===== src/rtl/key_conditioner.sv =====
// N-channel push-button conditioner: synchroniser, debounce, press/release pulses,
// long-press detection and per-channel auto-repeat.
module key_conditioner #(
  parameter int unsigned N_KEYS          = 5,
  parameter int unsigned SYNC_STAGES     = 2,
  parameter int unsigned DEBOUNCE_CYCLES = 1000000,
  parameter int unsigned LONG_CYCLES     = 50000000,
  parameter int unsigned REPEAT_CYCLES   = 10000000,
  parameter bit          ACTIVE_HIGH     = 1'b1
) (
  input  logic              clk,
  input  logic              rst_n,
  input  logic [N_KEYS-1:0] key_in,
  input  logic [N_KEYS-1:0] repeat_en,
  output logic [N_KEYS-1:0] key_level,
  output logic [N_KEYS-1:0] press_pulse,
  output logic [N_KEYS-1:0] release_pulse,
  output logic [N_KEYS-1:0] long_pulse,
  output logic [N_KEYS-1:0] repeat_pulse,
  output logic              any_active
);

  localparam int unsigned DbW   = (DEBOUNCE_CYCLES > 1) ? $clog2(DEBOUNCE_CYCLES + 1) : 1;
  localparam int unsigned HoldW = (LONG_CYCLES > 1) ? $clog2(LONG_CYCLES + 1) : 1;
  localparam int unsigned RepW  = (REPEAT_CYCLES > 1) ? $clog2(REPEAT_CYCLES + 1) : 1;

  localparam logic [DbW-1:0]   DbLast   = DbW'(DEBOUNCE_CYCLES - 1);
  localparam logic [HoldW-1:0] LongLast = HoldW'((LONG_CYCLES == 0) ? 0 : LONG_CYCLES - 1);
  localparam logic [RepW-1:0]  RepLast  = RepW'(REPEAT_CYCLES - 1);
  localparam bit               LongEn   = (LONG_CYCLES != 0);

  typedef enum logic [1:0] {
    StIdle,
    StPressed,
    StLong
  } hold_state_e;

  logic [N_KEYS-1:0] raw;

  assign raw = ACTIVE_HIGH ? key_in : ~key_in;

  for (genvar i = 0; i < N_KEYS; i++) begin : g_chan
    logic [SYNC_STAGES-1:0] sync_q;
    logic                   sync_out;
    logic                   stable_q, stable_d;
    logic [DbW-1:0]         db_cnt_q, db_cnt_d;
    logic                   level_q;
    logic                   press_q, release_q;
    logic                   long_q, long_d;
    logic                   repeat_q, repeat_d;
    logic                   press_ev, release_ev;
    hold_state_e            state_q, state_d;
    logic [HoldW-1:0]       hold_cnt_q, hold_cnt_d;
    logic [RepW-1:0]        rep_cnt_q, rep_cnt_d;

    assign sync_out = sync_q[SYNC_STAGES-1];

    always_ff @(posedge clk or negedge rst_n) begin
      if (!rst_n) begin
        sync_q <= '0;
      end else begin
        sync_q <= {sync_q[SYNC_STAGES-2:0], raw[i]};
      end
    end

    // Counter only runs while the synchronised input disagrees with the accepted level.
    always_comb begin
      stable_d = stable_q;
      db_cnt_d = '0;
      if (sync_out != stable_q) begin
        if (db_cnt_q == DbLast) begin
          stable_d = ~stable_q;
        end else begin
          db_cnt_d = db_cnt_q + DbW'(1);
        end
      end
    end

    // level_q lags stable_q by one cycle, so the edge events line up with key_level.
    assign press_ev   = stable_q & ~level_q;
    assign release_ev = ~stable_q & level_q;

    always_comb begin
      state_d    = state_q;
      hold_cnt_d = hold_cnt_q;
      rep_cnt_d  = rep_cnt_q;
      long_d     = 1'b0;
      repeat_d   = 1'b0;
      if (release_ev) begin
        // Release beats any long/repeat threshold reached on the same cycle.
        state_d    = StIdle;
        hold_cnt_d = '0;
        rep_cnt_d  = '0;
      end else if (press_ev) begin
        state_d    = StPressed;
        hold_cnt_d = '0;
        rep_cnt_d  = '0;
      end else begin
        unique case (state_q)
          StIdle: begin
            hold_cnt_d = '0;
            rep_cnt_d  = '0;
          end
          StPressed: begin
            if (LongEn && (hold_cnt_q == LongLast)) begin
              state_d   = StLong;
              long_d    = 1'b1;
              rep_cnt_d = '0;
            end else if (hold_cnt_q != {HoldW{1'b1}}) begin
              hold_cnt_d = hold_cnt_q + HoldW'(1);
            end
          end
          StLong: begin
            if (!repeat_en[i]) begin
              rep_cnt_d = '0;
            end else if (rep_cnt_q == RepLast) begin
              repeat_d  = 1'b1;
              rep_cnt_d = '0;
            end else begin
              rep_cnt_d = rep_cnt_q + RepW'(1);
            end
          end
          default: begin
            state_d    = StIdle;
            hold_cnt_d = '0;
            rep_cnt_d  = '0;
          end
        endcase
      end
    end

    always_ff @(posedge clk or negedge rst_n) begin
      if (!rst_n) begin
        stable_q   <= 1'b0;
        db_cnt_q   <= '0;
        level_q    <= 1'b0;
        press_q    <= 1'b0;
        release_q  <= 1'b0;
        long_q     <= 1'b0;
        repeat_q   <= 1'b0;
        state_q    <= StIdle;
        hold_cnt_q <= '0;
        rep_cnt_q  <= '0;
      end else begin
        stable_q   <= stable_d;
        db_cnt_q   <= db_cnt_d;
        level_q    <= stable_q;
        press_q    <= press_ev;
        release_q  <= release_ev;
        long_q     <= long_d;
        repeat_q   <= repeat_d;
        state_q    <= state_d;
        hold_cnt_q <= hold_cnt_d;
        rep_cnt_q  <= rep_cnt_d;
      end
    end

    assign key_level[i]     = level_q;
    assign press_pulse[i]   = press_q;
    assign release_pulse[i] = release_q;
    assign long_pulse[i]    = long_q;
    assign repeat_pulse[i]  = repeat_q;
  end

  assign any_active = |key_level;

endmodule


===== config.mk =====
export PLATFORM = sky130hd
export DESIGN_NAME = key_conditioner
export DESIGN_NICKNAME = d
export VERILOG_FILES = /design/src/rtl/key_conditioner.sv
export SDC_FILE = /design/constraint.sdc
export NUM_CORES = 1
export LEC_CHECK = 0
export CORE_UTILIZATION = 56
export CTS_CLUSTER_SIZE = 40
export DETAILED_ROUTE_END_ITERATION = 12
export DONT_BUFFER_PORTS = 1
export PLACE_DENSITY = 0.71
export SKIP_LAST_GASP = 1
export SYNTH_ARGS = -nofsm -noshare
export SYNTH_HDL_FRONTEND = slang
export SYNTH_SLANG_ARGS = --single-unit

===== constraint.sdc =====
create_clock -name clk -period 6.8 [get_ports clk]
set_input_delay 0.68 -clock clk [delete_from_list [all_inputs] [get_ports clk]]
set_output_delay 0.68 -clock clk [all_outputs]
set_load 0.01 [all_outputs]

# --- Word level (Yosys, flattened, before mapping) ---
# Index checks and enable logic that the tools add are counted.
word_totals:
  regBits: 400
  inputBits: 12
  elab_cells: 306
classes:
  addsub: 15
  n_eq_ne: 60
  muxes: 130
  bitwise_logic: 20
  n_reduce_logical: 26
ops:
  columns: ["cell", "count"]
  rows:
  - ["two-way mux 24 bit", 25]
  - ["two-way mux 26 bit", 20]
  - ["case mux 26 bit (2 select lines)", 5]
  - ["case mux 24 bit (2 select lines)", 5]
  - ["two-way mux 20 bit", 10]
  - ["adder 26 x 1 -> 26 bit, second input constant", 5]
  - ["equality test 26 bit, second input constant", 5]
  - ["inequality test 26 bit, second input constant", 5]
  - ["adder 24 x 1 -> 24 bit, second input constant", 5]
  - ["equality test 24 bit, second input constant", 5]
  - ["adder 20 x 1 -> 20 bit, second input constant", 5]
  - ["equality test 20 bit, second input constant", 5]
  - ["inequality test 4 bit, second input constant", 15]
  - ["two-way mux 1 bit", 45]
  - ["two-way mux 2 bit", 15]
  - ["case mux 2 bit (2 select lines)", 5]
  - ["AND reduction 2 bit", 10]
  - ["inequality test 3 x 1 -> 1 bit, second input constant", 5]
  - ["inequality test 3 bit, second input constant", 5]
  - ["AND reduction 3 bit", 5]
  - ["AND 1 bit", 10]
  - ["equality test 2 x 1 -> 1 bit, second input constant", 5]
  - ["equality test 2 bit, second input constant", 5]
  - ["logical NOT 2 bit", 5]
  - ["other kinds (4)", 21]

# --- Depth between registers and ports, before layout ---
depth:
  depth_word: 6
  mapped_depth: 10

# --- Worst setup path after synthesis ---
# Ideal clock, no wire load.
synth_path:
  path_type: "register to register"
  from: "reg g_chan[3].rep_cnt_q[0]"
  to: "reg g_chan[3].rep_cnt_q[8]"
  setup_ns: 0.129
  t_arrival_ns: 2.198
  required_ns: 6.671
  slack_ns: 4.473
  path_stages_with_launch: 9
  period_less_slack_ns: 2.327
  cell_sequence: "dfrtp_1 -> ha_1 -> nand3_1 -> or2_2 -> o41ai_2 -> buf_2 -> nor2_1 -> o21ai_0 -> o41ai_1"
synth_via:
  elab_chain_cells: 6
synth_lines:
  columns: ["element", "line_no", "rtl"]
  rows:
  - ["from (decl)", "54", "logic [RepW-1:0] rep_cnt_q, rep_cnt_d;"]
  - ["from (signal assigned)", "154", "rep_cnt_q <= rep_cnt_d;"]
  - ["adder 24 x 1 -> 24 bit or equality test 24 bit (tied branches)", "120, 116", null]
  - ["two-way mux 24 bit *", "116", "end else if (rep_cnt_q == RepLast) begin"]
  - ["two-way mux 24 bit *", "114", "if (!repeat_en[i]) begin"]
  - ["case mux 24 bit (2 select lines) *", "99", "unique case (state_q)"]
  - ["two-way mux 24 bit *", "94", "end else if (press_ev) begin"]
  - ["two-way mux 24 bit *", "89", "if (release_ev) begin"]
# Every way passes the cells marked *; elsewhere a longest branch is shown, timed or not.
# A chain may end at the register's enable or synchronous reset.

# --- Worst setup path after layout ---
layout_path:
  from: "reg g_chan[4].level_q"
  to: "reg g_chan[4].hold_cnt_q[17]"
layout_via:
  elab_chain_cells: 4
layout_lines:
  columns: ["element", "line_no", "rtl"]
  rows:
  - ["from (decl)", "47", "logic level_q;"]
  - ["from (signal assigned)", "147", "level_q <= stable_q;"]
  - ["inverter 1 bit *", "80", "assign press_ev = stable_q & ~level_q;"]
  - ["AND 1 bit *", "80", null]
  - ["via g_chan[4].press_ev", "51", "logic press_ev, release_ev;"]
  - ["inequality test 4 bit (no line) (tied with other cells)", null, null]
  - ["AND reduction 3 bit (no line) or two-way mux 26 bit (tied branches)", null, null]
  - ["to (signal assigned)", "153", "hold_cnt_q <= hold_cnt_d;"]
  - ["to (decl)", "53", "logic [HoldW-1:0] hold_cnt_q, hold_cnt_d;"]
# Mark *: on every way through the listed nets, which the timed path passes. The rest lies on a longest branch.

==> flow_summary_export.csv <==
group,metric,value,unit
run_status,status,"complete, but fails checks",
run_status,violations,"hold timing",
cts,ctsResizeCount,0,
cts,cts-root-buf,"clkbuf_16",
sta,grt_setup_unrepaired,"false",
die,die_x,195,µm
setup_path,crit_path_start_kind,"register",
logic_synthesis,ys_ff_latch,400,
die,rows,70,
global_routing,use_met2,0.382,
logic_synthesis,synth_fp_nets,2344,
die,coreArea,36600,µm²
final_layout,multi_input_area,10200,µm²
detailed_routing,wl,43800,µm
die,dieArea,38000,µm²
cts,cts_max_path_buffers,3,
cts,htree_levels,2,
global_routing,use_met3,0.0326,
final_layout,syn_to_final_growth,8.11,%
logic_synthesis,synthDistinctLibCells,67,
global_routing,grt_pass1_vias,16000,
pwr,switching_share,0.200,
detailed_routing,via_count,16800,
detailed_routing,via_per_inst,6.13,
pwr,p_seq_frac,0.481,
cts,numCtsBuffers,45,
detailed_routing,avgRoutedWirePerCell,15.9,µm
sta,hold_ws,-0.178,ns
global_routing,grt_use_total,0.236,
global_routing,antenna_found_initial,0,
logic_synthesis,synth-edff-count,0,
global_routing,grt_busiest_layer,"met2",
setup_path,critPathMaxFanout,27,
final_layout,n_fill_cell,3043,
setup_path,setup.worst_path.end_class,"register",
global_routing,grt_pass1_wl,76200,µm
logic_synthesis,synthArstFlopShare,1.00,
final_layout,diodes,0,
logic_synthesis,syn_area_per_cell,9.03,µm²
pwr,power.net_switching,998,µW
final_layout,layout_common_cells,"dfrtp_1 (400), nor2_1 (288), o21ai_0 (255)",
pwr,pwr-share-comb,0.005,
cts,cts_tree,"yes",
die,die_h,195,µm
logic_synthesis,postSynthCellCount,2307,
pwr,clkPwrFrac,0.515,
placement,portBuffers,0,
cts,clk-insertion-delay-late,0.56,ns
sta,final-max-slew-violation-count,0,
final_layout,seq_area,10000,µm²
sta,setup_viol,0,
global_routing,use_met1,0.328,
sta,finalHoldViolCount,400,
job,max_cap_violations,0,
die,ioPinCount,38,
pwr,intPower,4000,µW
setup_path,worstPathArrival,3.58,ns
logic_synthesis,netlist_area,20800,µm²
detailed_routing,ant_nets,0,
pwr,irDropWorstVdd,0.200,mV
sta,clock.fmax,0.322,GHz
detailed_routing,first_iter_violations,1056,
placement,dp_hpwl,28000,µm
final_layout,fin_nets,2288,
sta,tightestPinTransition,1.21,ns
final_layout,drive_gt1_frac,0.0517,
pwr,p_leak,0.00921,µW
detailed_routing,first_pass_iters,5,
cts,clock-sinks,400,
logic_synthesis,synth-seq-area-share,0.480,
global_routing,grt_overflow_total,0,
setup_path,crit_type,"reg -> reg",
die,initial_core_util,0.569,
detailed_routing,drc_errors,0,
final_layout,fin_util,0.615,
logic_synthesis,yosysWarnings,0,
sta,fin_skew,0.00949,ns
global_routing,grt_start_max_net_pins,401,
sta,layout_min_cycle_time,3.11,ns
logic_synthesis,synthFlopType,"dfrtp_1",
pwr,power_density,222,nW/µm²
hold_path,hold_path_class,"in -> async",
sta,tns,0,ns
cts,clk_pin_slew,0.06,ns
placement,gp_congestion,0.849,
final_layout,final_common_cell,"dfrtp_1",
setup_path,critPathRequiredTime,7.28,ns
sta,relSlewSlack,0.193,
sta,fin_crit_sh,0.457,
cts,postCtsSetupRepairBufs,0,
-- synthesized netlist by cell type (4+ instances only) --
master    count  area (µm²)
nor4b_1      21         184
nand4_1      83         519
nor2b_1      28         175
or2_2        18         113
and2_1       30         188
o31ai_1      70         526
a31oi_1      51         319
or3_1         8        50.1
and3_1       61         382
buf_2        13        65.1
nor4bb_1      4        40.0
buf_4        27         203
a21o_1        6        45.0
xor2_1       64         561
and4_1       36         315
o41ai_1      21         184
a21oi_1      71         355
nand2_1     188         706
xnor2_1      70         613
or4_1        12        90.1
nor3_1       54         270
nand2b_1     18         113
o21ai_0     256        1280
nor4_1       37         231
nor2_1      288        1080
nand3_1     165         826
inv_1        38         143
o41ai_2       4        65.1
ha_1         25         313
clkbuf_1     71         267
dfrtp_1     400       10000
nor3b_1       9        67.6
-- flip-flops by register name, summed over array words and instances, names as in the netlist, 10 cells and up --
signal             cells
g_chan.db_cnt_q      100
g_chan.sync_q         10
g_chan.state_q        10
g_chan.rep_cnt_q     120
g_chan.hold_cnt_q    130
-- kinds of logic (layout without fill, tap and decap cells) --
group,count (synthesis),in the layout,share of synthesized area
compound gates,516,516,0.148
buf+inv,151,125,0.0329
fa+ha+maj,25,25,0.0150
simple gates,1078,1078,0.266
xor+xnor,134,134,0.0563
mux,3,3,0.00156
flops,400,400,0.480
-- final timing paths --
kind / from / to / slack, ns / depth (start not counted)
max in group asynchronous: rst_n / g_chan[3].hold_cnt_q[7] / 6.32 / 0
worst max-delay path: g_chan[4].level_q / g_chan[4].hold_cnt_q[17] / 3.69 / 8
worst min register to register: g_chan[0].sync_q[0] / g_chan[0].sync_q[1] / 0.35 / 0
worst max register to register: g_chan[4].level_q / g_chan[4].hold_cnt_q[17] / 3.69 / 8
worst min-delay path: rst_n / g_chan[1].rep_cnt_q[18] / -0.18 / 0
min in group clk: key_in[4] / g_chan[4].sync_q[0] / 0.14 / 0
-- layout make-up --
| cell class | instances | area share |
|---|---|---|
| clock buffer | 56 | 0.0554 |
| sequential | 400 | 0.444 |
| multi-input combinational | 1756 | 0.451 |
| inverter | 39 | 0.00650 |
| clock inverter | 21 | 0.0141 |
| tap | 468 | 0.0260 |
| timing repair buffer | 9 | 0.00300 |
-- critical path: stages, from the launching register on --
cell	delay, ns
dfrtp_1	0.43
inv_1	0.16
ha_1	0.25
nor2_1	0.25
nand2_1	0.56
a21oi_1	0.79
buf_4	0.29
nand4_1	0.10
o21ai_0	0.18
-- metrics by stage --
stage / instances / worst slack [ns] / area, µm² / total power (µW)
floorplan: 2307 / 4.47 / 20800 / 2460
global placement: 2672 / 3.81 / 21000 / 2470
detailed placement: 2672 / 3.73 / 21000 / 2470
CTS: 2749 / 3.73 / 22500 / 5070
global route: 2749 / 3.36 / 22500 / 5140
finish: 2749 / 3.69 / 22500 / 4990
-- power by group through the flow --
stage                     combinational (µW)  sequential, µW  clock (µW)
after floorplan                         21.0            2440           0
after global placement                  23.7            2440           0
after detailed placement                24.1            2440           0
after CTS                               24.4            2400        2650
after global routing                    27.8            2400        2720
final                                   23.9            2400        2570
-- layer usage --
layer  wire [µm]  share of wire  vias to the layer above
li1            -              -                     8254
met1       21000           0.48                     8237
met2       20400           0.46                      280
met3        1480          0.034                       69
met4        1000          0.023                        0
met5           0              0                        -
(Power assumes the default switching activity.)
